### config.mk
export PLATFORM = sky130hd
export DESIGN_NAME = fifo_rd_burst_flat
export DESIGN_NICKNAME = d
export VERILOG_FILES = /design/src/rtl/fifo_rd_burst_if.sv /design/src/rtl/fifo_rd_burst.sv /design/src/flat_wrapper.sv
export SDC_FILE = /design/constraint.sdc
export NUM_CORES = 1
export LEC_CHECK = 0
export ABC_CLOCK_PERIOD_IN_PS = 3530
export BUFFER_PORTS_ARGS = -buffer_cell sky130_fd_sc_hd__buf_2
export CELL_PAD_IN_SITES_DETAIL_PLACEMENT = 1
export CELL_PAD_IN_SITES_GLOBAL_PLACEMENT = 1
export CORE_MARGIN = 1
export CORE_UTILIZATION = 25
export CTS_BUF_LIST = sky130_fd_sc_hd__clkbuf_8
export CTS_CLUSTER_DIAMETER = 100
export DETAILED_ROUTE_END_ITERATION = 12
export PLACE_DENSITY = 0.55
export SLEW_MARGIN = 25
export SYNTH_ARGS = -nofsm -noshare
export SYNTH_HDL_FRONTEND = slang
export SYNTH_SLANG_ARGS = --single-unit
### constraint.sdc
create_clock -name i_rclk -period 3.53 [get_ports i_rclk]
set_clock_uncertainty 0.1 [all_clocks]
set_input_delay 0 -clock i_rclk [delete_from_list [all_inputs] [get_ports i_rclk]]
set_output_delay 0 -clock i_rclk [all_outputs]
set_load 0.01 [all_outputs]
### src/rtl/fifo_rd_burst_if.sv
// Handshake bundle between a burst reader and its FIFO source / byte sink.
interface fifo_rd_burst_if #(
  parameter int unsigned DATA_W = 8,
  parameter int unsigned LEN_W  = 8
);
  logic              start;
  logic [LEN_W-1:0]  burst_len;
  logic              rempty;
  logic [DATA_W-1:0] rdata;
  logic              rinc;
  logic [DATA_W-1:0] out_data;
  logic              out_valid;
  logic              out_ready;
  logic              busy;
  logic              done;
  logic [DATA_W-1:0] csum;

  modport master (
    output start, burst_len, rempty, rdata, out_ready,
    input  rinc, out_data, out_valid, busy, done, csum
  );

  modport slave (
    input  start, burst_len, rempty, rdata, out_ready,
    output rinc, out_data, out_valid, busy, done, csum
  );
endinterface

### src/rtl/fifo_rd_burst.sv
// Reads a fixed-length burst from a FIFO into a 2-entry output buffer,
// accumulating a modular byte checksum and pulsing done on completion.
module fifo_rd_burst #(
  parameter int unsigned DATA_W = 8,
  parameter int unsigned LEN_W  = 8
) (
  input  logic           i_rclk,
  input  logic           i_rrst,
  fifo_rd_burst_if.slave bus
);
  typedef enum logic [1:0] {StIdle, StRun, StDrain, StDone} state_e;

  state_e            r_state, w_state_next;
  logic [LEN_W:0]    r_remaining, w_remaining_next;
  logic [1:0]        r_count, w_count_next;
  logic [DATA_W-1:0] r_buf0, r_buf1, r_csum;
  logic              w_push, w_pop, w_start_acc;
  logic              w_rinc, w_busy, w_done;

  assign w_start_acc      = (r_state == StIdle) && bus.start;
  assign w_push           = w_rinc;
  assign w_pop            = (r_count != 2'd0) && bus.out_ready;
  assign w_remaining_next = w_push ? (r_remaining - (LEN_W+1)'(1)) : r_remaining;

  always_comb begin
    w_count_next = r_count;
    case ({w_push, w_pop})
      2'b10:   w_count_next = r_count + 2'd1;
      2'b01:   w_count_next = r_count - 2'd1;
      default: w_count_next = r_count;
    endcase
  end

  always_ff @(posedge i_rclk) begin
    if (i_rrst) begin
      r_state <= StIdle;
    end else begin
      r_state <= w_state_next;
    end
  end

  always_comb begin
    w_state_next = r_state;
    case (r_state)
      StIdle:  if (bus.start) w_state_next = StRun;
      StRun: begin
        if (w_remaining_next == '0) begin
          w_state_next = (w_count_next == 2'd0) ? StDone : StDrain;
        end
      end
      StDrain: if (w_count_next == 2'd0) w_state_next = StDone;
      StDone:  w_state_next = StIdle;
      default: w_state_next = StIdle;
    endcase
  end

  always_comb begin
    w_rinc = (r_state == StRun) && !bus.rempty && (r_remaining != '0) && (r_count < 2'd2);
    w_busy = (r_state == StRun) || (r_state == StDrain);
    w_done = (r_state == StDone);
  end

  always_ff @(posedge i_rclk) begin
    if (i_rrst) begin
      r_count     <= 2'd0;
      r_remaining <= '0;
      r_csum      <= '0;
      r_buf0      <= '0;
      r_buf1      <= '0;
    end else begin
      r_count     <= w_count_next;
      r_remaining <= w_remaining_next;
      if (w_start_acc) begin
        // Length 0 encodes a full 2^LEN_W-byte burst.
        r_remaining <= (bus.burst_len == '0) ? {1'b1, {LEN_W{1'b0}}} : {1'b0, bus.burst_len};
        r_csum      <= '0;
      end else if (w_push) begin
        r_csum <= r_csum + bus.rdata;
      end
      if (w_pop) begin
        r_buf0 <= (w_push && (r_count == 2'd1)) ? bus.rdata : r_buf1;
        if (w_push && (r_count == 2'd2)) r_buf1 <= bus.rdata;
      end else if (w_push) begin
        if (r_count == 2'd0) r_buf0 <= bus.rdata;
        else                 r_buf1 <= bus.rdata;
      end
    end
  end

  assign bus.rinc      = w_rinc;
  assign bus.busy      = w_busy;
  assign bus.done      = w_done;
  assign bus.out_valid = (r_count != 2'd0);
  assign bus.out_data  = r_buf0;
  assign bus.csum      = r_csum;
endmodule

### src/flat_wrapper.sv
// flat-port wrapper written by rule: the top's interface ports become plain ports
module fifo_rd_burst_flat 
#(
  parameter int unsigned DATA_W = 8,
  parameter int unsigned LEN_W  = 8
)
  (i_rclk, i_rrst, bus_start, bus_burst_len, bus_rempty, bus_rdata, bus_out_ready, bus_rinc, bus_out_data, bus_out_valid, bus_busy, bus_done, bus_csum);
  fifo_rd_burst_if #(.DATA_W(DATA_W), .LEN_W(LEN_W)) bus_i ();
  input  logic i_rclk;
  input  logic i_rrst;
  input wire logic [$bits(bus_i.start)-1:0] bus_start;
  input wire logic [$bits(bus_i.burst_len)-1:0] bus_burst_len;
  input wire logic [$bits(bus_i.rempty)-1:0] bus_rempty;
  input wire logic [$bits(bus_i.rdata)-1:0] bus_rdata;
  input wire logic [$bits(bus_i.out_ready)-1:0] bus_out_ready;
  output wire logic [$bits(bus_i.rinc)-1:0] bus_rinc;
  output wire logic [$bits(bus_i.out_data)-1:0] bus_out_data;
  output wire logic [$bits(bus_i.out_valid)-1:0] bus_out_valid;
  output wire logic [$bits(bus_i.busy)-1:0] bus_busy;
  output wire logic [$bits(bus_i.done)-1:0] bus_done;
  output wire logic [$bits(bus_i.csum)-1:0] bus_csum;
  assign bus_i.start = bus_start;
  assign bus_i.burst_len = bus_burst_len;
  assign bus_i.rempty = bus_rempty;
  assign bus_i.rdata = bus_rdata;
  assign bus_i.out_ready = bus_out_ready;
  assign bus_rinc = bus_i.rinc;
  assign bus_out_data = bus_i.out_data;
  assign bus_out_valid = bus_i.out_valid;
  assign bus_busy = bus_i.busy;
  assign bus_done = bus_i.done;
  assign bus_csum = bus_i.csum;
  fifo_rd_burst #(.DATA_W(DATA_W), .LEN_W(LEN_W)) u_core (.i_rclk(i_rclk), .i_rrst(i_rrst), .bus(bus_i));
endmodule
==> PnR_summary.wiki <==
{| class="wikitable"
! Metric !! Value
|-
| Area of the core || 8850 um2
|-
| Largest stage delay, worst path || 0.42 ns
|-
| DIE AREA || 9670 um2
|-
| Critical path fanouts, max || 17
|-
| Final max-slew violation count || 0
|-
| Synthesized instance count || roughly 280
|-
| Number of CTS-inserted buffers || 5
|-
| Hold Path Origin || bus_rdata[1]
|-
| Prevailing post-synth register cell || dfxtp_1
|-
| Count of buffers added by post-CTS timing repair for setup || 0
|-
| DP Worst Slack || between 0.2 and 0.3 ns
|-
| Count of buffers from port buffering || 40
|-
| Buffers & Inverters on Critical Path || 3
|-
| GRT overflow || 0
|-
| Critical path startpoint || u_core.r_state[1]$_SDFFE_PP0P_
|-
| Top cell family by delay on the critical path || compound AO/OA/AOI/OAI gates
|-
| Max-cap violations || 0
|-
| Avg Cell Area, Syn || 8.38 um2
|-
| Cell with the largest stage delay on the worst path || or3b_1
|-
| Total Negative Setup Slacks || 0 ns
|-
| CP most frequent cell || ha_1
|-
| Power per Cell Area || between 700 and 800 nW/um2
|-
| Vias in the first global route || 2,236
|-
| Pin count of the biggest net entering global routing || 38
|-
| Final critical-path share of the clock period || 89.3%
|-
| Reg-to-reg slack, setup || between 0.3 and 0.4 ns
|-
| Final worst-path setup slack || approximately 0.38 ns
|-
| Sum of routed wire length over all layers || roughly 6600 um
|-
| R2r endpoint || u_core.r_state[0]$_SDFFE_PP0P_
|-
| Category of the worst setup path capture point || flip-flop
|-
| DRC viols || 2
|-
| Sequential cell area fraction in the yosys report || around a third
|-
| Ys Warns || 0
|-
| Count of cells along the worst register-to-register path || 12
|-
| Antenna Nets Post-Route || 0
|-
| Routed WL per cell || about 15 um
|-
| Logic pwr share || 47.9%
|-
| Final critical-path required period || 3.15 ns
|-
| Leak || about 1.3 nW
|-
| CTS Buffer Depth || 2
|-
| Number of vias in the routed layout || 2,172
|-
| Data required, critical path || about 3.7 ns
|-
| Crit Path Category || reg2reg
|-
| Antenna violations before repair || 0
|-
| Hold endpoint || u_core.bus.out_data[1]$_SDFFE_PP0P_
|-
| Clock slew seen by the registers of the worst setup and hold paths || approximately 0.09 ns
|-
| Outcome || finished with violations
|-
| Worst path arrival time || 3.30 ns
|-
| Min-delay worst type || in2reg
|-
| Number of endpoints failing setup at the final stage || 0
|-
| Clock sinks || 37
|-
| RSZ-0062 raised after global routing || no
|-
| Maximum vdd ir drop || slightly below 0.2 mV
|-
| Routability-driven placement congestion ratio || about 0.84
|-
| Nets || ~380
|-
| H-tree depth || 2
|-
| Number of ports placed on the die boundary || 41
|-
| First-pass GRT wire length || 11,200 um
|-
| Internal || ~1.2 mW
|-
| Number of antenna diodes || 0
|-
| Seq pwr share || between 30% and 40%
|-
| TritonCTS clock tree || done
|-
| Per-cell via count in the routed design || 4.88
|-
| Post-detail-place hpwl || slightly below 5000 um
|-
| Share of power burned in the clock network || 22.0%
|-
| Yosys cell types || 54
|-
| Net switching component of the power || slightly below 0.9 mW
|-
| First-pass iteration count of the detailed router || 8
|-
| Number of DRC markers in iteration 0 || 66
|-
| Fraction of final layout cells sized beyond drive strength 1 || a little under a fifth
|-
| Number of rows in the core area || 34
|-
| Proportion of total power due to net switching || 41.2%
|-
| Clk Latency, worst-skew pair || approximately 0.29 ns
|-
| Maximum clock rate || about 320 MHz
|-
| X dimension of the die || about 100 um
|-
| Syn nets || between 300 and 400
|-
| Startpoint class of the critical path || flip-flop
|-
| Source of the worst register-to-register timing path || u_core.r_state[1]$_SDFFE_PP0P_
|-
| Post-Synthesis Cell Area || 2320 um2
|-
| Floorplan die height || 98.4 um
|-
| Post-synthesis async set-or-reset flop share || 0%
|-
| Ordered list of cells on the worst path || inv_1 -> ha_1 -> or3b_1 -> a31oi_4 -> buf_4 -> inv_2 -> ha_1 -> a211o_1 -> a32oi_1 -> o31ai_1 -> o32ai_1 -> or3_1
|-
| Violations in the final reports || DRC
|-
| Cells on Worst Hold Path || 3
|-
| Effective utilization at floorplan || 26.2%
|-
| Number of flops mapped to enable cells by yosys || 0
|-
| Worst slew pin tran || approximately 0.69 ns
|-
| Area growth from synthesis to layout || 27.4%
|-
| Flops & latches, synth || 37
|-
| Final Hold Violating Endpoints || 0
|-
| Gr usage total || 14.6%
|-
| Cell at the root of the clock tree || clkbuf_8
|-
| Relative slew slack || a little over half
|}
[tightest hold or removal path: stages]
cell	delay, ns
buf_2	0.12
mux2i_1	0.17
a211oi_1	0.10
[power groups by stage]
stage | Combinational, mW | Sequential (mW) | Clock (mW)
2_1_floorplan | 0.708 | 0.629 | 0
3_3_place_gp | 0.983 | 0.641 | 0
3_5_place_dp | 0.987 | 0.644 | 0
4_1_cts | 1.01 | 0.632 | 0.476
5_1_grt | 1.12 | 0.653 | 0.497
6_report | 1.01 | 0.632 | 0.462
[synth_stat cells (all sizes together) (2+ instances only)]
cell type / n / share of area [%]
o21a: 2 / 0.65
nor4: 4 / 1.3
a31oi: 2 / 1.2
a21oi: 17 / 3.7
nor2b: 4 / 1.1
a311oi: 3 / 1.4
mux2i: 15 / 6.5
nand4: 2 / 0.54
ha: 18 / 9.7
nand3: 13 / 3.0
nor2: 36 / 5.8
or3: 5 / 1.3
nand4b: 2 / 0.75
o31ai: 2 / 0.65
xnor2: 6 / 2.3
o211ai: 2 / 0.65
dfxtp: 37 / 32
or3b: 2 / 0.75
buf: 6 / 1.7
nor3: 8 / 1.7
inv: 15 / 2.4
nor3b: 5 / 1.6
nand2: 22 / 3.7
o21ai: 8 / 2.0
clkbuf: 5 / 0.81
nand2b: 4 / 1.1
a211oi: 16 / 5.2
[area by class of cell]
type                    count  area, um2
clock inverters             3       68.8
well taps                 108        135
repair buffers             63        418
inverters                  15       56.3
clock buffers               5       68.8
fillers                  1073       5890
multi-input cells         214       1470
flip-flops and latches     37        741
[flip-flops by register name (all words and copies together), names as in the netlist]
register / flops
u_core.r_state: 2
u_core.bus.out_data: 8
u_core.bus.csum: 8
u_core.r_buf1: 8
u_core.r_count: 2
u_core.r_remaining: 9
[logic make-up after synthesis]
| group | after synthesis | share of synthesized area (%) |
|---|---|---|
| muxes | 15 | 6.47 |
| AOI/OAI and AO/OA | 61 | 18.7 |
| xor gates and xnor gates | 7 | 2.64 |
| DFF | 37 | 31.9 |
| adders and majority gates | 19 | 10.6 |
| and+or+nand+nor | 112 | 24.8 |
| buffers and inverters | 26 | 4.96 |
[through the flow]
| step | power (mW) | hold WS [ns] | util [%] | area [um2] | std cells |
|---|---|---|---|---|---|
| after global routing | 2.27 | 0.0536 | 33.4 | 2960 | 445 |
| after CTS | 2.12 | 0.0270 | 33.4 | 2950 | 445 |
| after floorplan | 1.34 | 0.0439 | - | 2320 | 277 |
| final | 2.10 | 0.0335 | 33.4 | 2960 | 445 |
| after detailed placement | 1.63 | 0.202 | 29.8 | 2640 | 419 |
| after global placement | 1.62 | 0.191 | 29.8 | 2640 | 419 |
[worst max-delay path by stage]
stage | to | slack (ns) | cells after the start
floorplan | u_core.r_state[0]$_SDFFE_PP0P_ | 0.16 | 11
global placement | u_core.r_state[0]$_SDFFE_PP0P_ | 0.38 | 10
detailed placement | u_core.r_state[0]$_SDFFE_PP0P_ | 0.28 | 11
CTS | u_core.r_state[0]$_SDFFE_PP0P_ | 0.24 | 11
global route | u_core.r_state[0]$_SDFFE_PP0P_ | 0.1 | 11
finish | u_core.r_state[0]$_SDFFE_PP0P_ | 0.38 | 12
[metal layers]
metal	vias to the layer above	wire length, um	GRT usage [%]
met1	1022	3290	19.6
met3	2	142	2.36
met2	25	3080	23.9
met4	0	49	4.59
li1	1123	-	-
met5	-	0	0
[cells in the final DEF (no fill, tap or decap), types with 3 or more instances in the layout]
master,n
mux2i_1,15
nor2_1,36
dfxtp_1,37
inv_1,14
buf_4,5
nand3_1,12
nor3b_1,4
nand2_1,21
xnor2_1,6
buf_2,40
nor2b_1,4
or3_1,5
o21ai_0,6
a21oi_1,17
nand2b_1,4
a211oi_1,16
nor4_1,3
clkbuf_8,5
nor3_1,8
dlygate4sd3_1,18
ha_1,18
[repair_timing]
action | 4_1_cts | 5_1_grt
hold endpoints to repair | 18 | 0
endpoints found under the setup margin | 0 | 1
gates resized for setup | 0 | 1
hold buffers | 18 | 0
No activity file was read; power rests on OpenSTA's default activity.
